File: src/rtl/rom_arbiter.sv
`default_nettype none
// ============================================================================
// Module   : rom_arbiter
// Purpose  : Round-robin arbiter that shares one synchronous ROM among
//            NUM_CH requesting channels. A winner picked in cycle T sees its
//            grant pulse and ROM address in T+1. The ROM answers one cycle
//            later, so the data-valid strobe follows in T+2.
// Ports    : i_clk, i_rst         clock, synchronous active-high reset
//            i_req[NUM_CH]        per-channel level request
//            i_addr[NUM_CH*ADDR_W] per-channel address, channel k at k*ADDR_W
//            o_grant[NUM_CH]      one-hot grant pulse (registered)
//            o_data_valid[NUM_CH] one-hot return strobe, o_grant delayed 1
//            o_data[DATA_W]       shared read data (i_rom_data pass-through)
//            o_rom_addr[ADDR_W]   address to the ROM (registered)
//            i_rom_data[DATA_W]   ROM read data, one cycle after o_rom_addr
// Revision : 1.0 - initial release
// ============================================================================
module rom_arbiter #(
  parameter int NUM_CH = 4,
  parameter int ADDR_W = 8,
  parameter int DATA_W = 16
) (
  input  logic                     i_clk,
  input  logic                     i_rst,
  input  logic [NUM_CH-1:0]        i_req,
  input  logic [NUM_CH*ADDR_W-1:0] i_addr,
  output logic [NUM_CH-1:0]        o_grant,
  output logic [NUM_CH-1:0]        o_data_valid,
  output logic [DATA_W-1:0]        o_data,
  output logic [ADDR_W-1:0]        o_rom_addr,
  input  logic [DATA_W-1:0]        i_rom_data
);

  localparam int                c_IDX_W = (NUM_CH > 1) ? $clog2(NUM_CH) : 1;
  localparam logic [NUM_CH-1:0] c_ONE   = NUM_CH'(1);

  logic [NUM_CH-1:0]  r_grant;
  logic [NUM_CH-1:0]  r_data_valid;
  logic [ADDR_W-1:0]  r_rom_addr;
  logic [c_IDX_W-1:0] r_last;

  logic [NUM_CH-1:0]  w_elig;
  logic               w_found;
  logic [c_IDX_W-1:0] w_win;
  logic [c_IDX_W-1:0] w_idx;
  logic [ADDR_W-1:0]  w_addr_arr [NUM_CH];

  // Unpack the flat address bus so the winner can be selected by index.
  for (genvar k = 0; k < NUM_CH; k++) begin : g_addr_unpack
    assign w_addr_arr[k] = i_addr[k*ADDR_W +: ADDR_W];
  end

  // A channel granted this cycle is masked so that a held request is
  // treated as new only one cycle later.
  assign w_elig = i_req & ~r_grant;

  // Search from last+1 upwards, wrapping. Offset NUM_CH lands back on the
  // last winner, so it is considered only when no other channel is eligible.
  always_comb begin
    w_found = 1'b0;
    w_win   = '0;
    w_idx   = '0;
    for (int off = 1; off <= NUM_CH; off++) begin
      w_idx = c_IDX_W'((int'(r_last) + off) % NUM_CH);
      if (!w_found && w_elig[w_idx]) begin
        w_found = 1'b1;
        w_win   = w_idx;
      end
    end
  end

  always_ff @(posedge i_clk) begin
    if (i_rst) begin
      r_grant      <= '0;
      r_data_valid <= '0;
      r_rom_addr   <= '0;
      r_last       <= c_IDX_W'(NUM_CH - 1);
    end else begin
      // The ROM returns data one cycle after the address, so the strobe is
      // simply the grant delayed by one stage. Reset clears it, which drops
      // any grant that was in flight.
      r_data_valid <= r_grant;
      if (w_found) begin
        r_grant    <= c_ONE << w_win;
        r_rom_addr <= w_addr_arr[w_win];
        r_last     <= w_win;
      end else begin
        r_grant    <= '0;
      end
    end
  end

  assign o_grant      = r_grant;
  assign o_data_valid = r_data_valid;
  assign o_rom_addr   = r_rom_addr;
  assign o_data       = i_rom_data;

endmodule
`default_nettype wire

File: config.mk
export PLATFORM = sky130hd
export DESIGN_NAME = rom_arbiter
export DESIGN_NICKNAME = d
export VERILOG_FILES = /design/src/rtl/rom_arbiter.sv
export SDC_FILE = /design/constraint.sdc
export NUM_CORES = 1
export LEC_CHECK = 0
export ABC_AREA = 1
export CAP_MARGIN = 20
export CORE_ASPECT_RATIO = 1.2
export CORE_UTILIZATION = 34
export DETAILED_ROUTE_END_ITERATION = 10
export GPL_TIMING_DRIVEN = 0
export PLACE_DENSITY = 0.81
export SLEW_MARGIN = 10
export SYNTH_ARGS = -nofsm -noshare
export SYNTH_HDL_FRONTEND = slang
export SYNTH_SLANG_ARGS = --single-unit
File: constraint.sdc
create_clock -name i_clk -period 2.2 [get_ports i_clk]
set_input_delay 0.55 -clock i_clk [delete_from_list [all_inputs] [get_ports i_clk]]
set_output_delay 0.55 -clock i_clk [all_outputs]
set_load 0.02 [all_outputs]
==> run metrics <==
DRC=0; CP startpoint=i_req[0]; H-Tree Level Count=1; routability cong.=0.795; largest net degree at the start of global routing=11; core area=3340 um2; post-route insts no fill=292; clk root buf=clkbuf_8; FILL cells=311; synth top area cells=dfxtp_1, nand3_1, nand2_1, buf_4, nor2_1; mapped cell area=1190 um2; CP max-delay cell=clkdlybuf4s50_1; vias in the first global route=1182; Synth Flop Type=dfxtp_1; Clock Latency Late Sink=0.25 ns; routing usage on met3=4.85%; worst reg2reg setup slack=0.14 ns; Clk pin slew, worst setup/hold paths=0.07 ns; Pwr per Cell Area=1430 nW/um2; count of final hold-check violations=0; Worst Slack Setup Final=0.101 ns; port bufs=68; crit path time final=2.10 ns; Top cell by count, worst path=nand3_1; RSZ-0062 raised after global routing=no; Total GRT Usage=17.5%; die height=66.9 um; Sequential Area=360 um2; routed vias=1406; post-synth cell types=23; full die area=3750 um2; YS warnings=0; Area Growth Syn to Fin=70.0%; top-area cell type share of the netlist area=30.2%; Multi-input gate area=679 um2; Placed Area=1920 um2; LEAKAGE=0.000927 uW; crit path to=o_rom_addr[6]; die width=56.1 um; Slew Limit Fails=0; Reg-to-Reg Start=r_last[0]; gate count after technology mapping=182; Max FO, Critical Path=10; crit path cell chain=clkdlybuf4s50_1 -> nand3_1 -> nand2_2 -> o21ai_2 -> nand4_2 -> nand2_4 -> nand2_8 -> buf_6 -> nand2_1 -> nand3_1 -> nand3_1 -> nand2_1; I/O pins=86; CP Capture Type=flop; critical path class=in2reg; number of placement rows=23; initial antenna violation count=0; Crit path required time=2.35 ns; CTS Buffer Depth=2; max-capacitance violation count=0; syn_area_per_cell=6.55 um2; Syn Nets=236; top cell type by total area after synthesis=dfxtp_1; most frequent cell after synthesis=nand3_1; vias per cell=4.82; clk_skew=0.00340 ns; register area share after synthesis=30.2%; CTS buffer count=3; FMAX=476 MHz; Routed Antenna Nets=0; global route overflow=0; Commonest cells post-synth=nand3_1, nand2_1, dfxtp_1, buf_4, nor2_1; drt wl/cell=11.4 um; dpl ws=-0.270 ns; Cells after DPL=287; ys async rst share=0%; max_slew headroom=70.4%; Design Area, Final=2030 um2; Crit path arrival time=2.25 ns; final wirelength=3.33 mm; R2R cell count=12; met2 global-route usage=31.1%; first-pass GRT wire length=5.12 mm; #FFs+latches synth=18; Largest stage delay, worst path=0.43 ns; met1 GRT Util=19.6%; Setup Total Neg Slack=0 ns; run status=completed; startpoint types=input port; gr busiest metal=met2; layout cells sized above 1=19.2%; Setup-failing EPs final=0; dpl hpwl=2.62 mm; CTS tree=done; antenna cells=0; Core Util, Final=60.7%; EDFF count, synth=0; cts hold-fix bufs=0; fin crit share=95.4%; Sink Count=18; Max IR drop VDD=978 uV; DRT iter0 DRCs=50; First-pass DRT Iterations=4; Final nets=311; worst hold path class=reg2reg; reg2reg end=o_rom_addr[6]; worst-margin pin slew=0.444 ns; Initial Utilization=35.7%
repair_timing:
item                                    in CTS  in global routing
setup buffers                                0                  2
gates resized for setup                      1                 13
gates cloned                                 0                  0
endpoints found under the setup margin       1                 11
pin swaps                                    0                  2
registers in the layout, indices dropped and copies added, names as in the netlist:
| register | count |
|---|---|
| o_grant | 4 |
| r_last | 2 |
| o_rom_addr | 8 |
| o_data_valid | 4 |
final cells by class:
cell class	instances	share of cell area, %
Multi-Input combinational cell	132	33.5
Tap cell	37	2.28
Buffer	21	7.78
Inverter	11	2.04
Timing Repair Buffer	70	34.6
Clock buffer	3	2.04
Sequential cell	18	17.8
routing by layer:
metal | up-vias | wire length [um]
met5 | - | 0
met4 | 0 | 46
met3 | 4 | 342
met2 | 76 | 1640
met1 | 591 | 1300
li1 | 735 | -
stage by stage:
| step | hold slack [ns] | total power [uW] |
|---|---|---|
| 4_1_cts | 0.453 | 2740 |
| 3_5_place_dp | 0.440 | 2510 |
| 2_1_floorplan | 0.530 | 1950 |
| 6_report | 0.455 | 2890 |
| 5_1_grt | 0.471 | 3140 |
| 3_3_place_gp | 0.438 | 2490 |
kinds of logic after synthesis:
group / synth area share (%)
DFF: 30.2
buffers and inverters: 16.3
and+or+nand+nor: 50.8
AOI/OAI and AO/OA: 2.73
power breakdown:
group | total (uW) | switching, uW | internal, uW
clock network | 227 | 105 | 122
registers | 524 | 76.2 | 448
logic | 2140 | 1270 | 866
placed cells by master (no fill, tap or decap), drive strengths merged:
cell type and n:
o21ai 1, clkbuf 5, nand3 56, clkdlybuf4s50 66, nand2 55, dlymetal6s2s 2
buf 21, a31oi 1, a21oi 2, nand4 2, nor2 12, dfxtp 18
inv 11, nor3 2, a22oi 1
critical path: cells and delay by family:
kind	cells	cell delay [ns]
simple gates	9	0.93
buf+inv	2	0.58
compound gates	1	0.20
how the worst min path moves through the flow:
| stage | startpoint | end | slack (ns) | cells past startpoint |
|---|---|---|---|---|
| 2_1_floorplan | o_rom_addr[0] | o_rom_addr[0] | 0.53 | 2 |
| 3_3_place_gp | o_rom_addr[0] | o_rom_addr[0] | 0.44 | 2 |
| 3_5_place_dp | o_rom_addr[0] | o_rom_addr[0] | 0.44 | 2 |
| 4_1_cts | o_rom_addr[0] | o_rom_addr[0] | 0.45 | 2 |
| 5_1_grt | o_rom_addr[0] | o_rom_addr[0] | 0.47 | 2 |
| 6_report | o_rom_addr[0] | o_rom_addr[0] | 0.46 | 2 |
No activity file was read; power rests on OpenSTA's default activity.
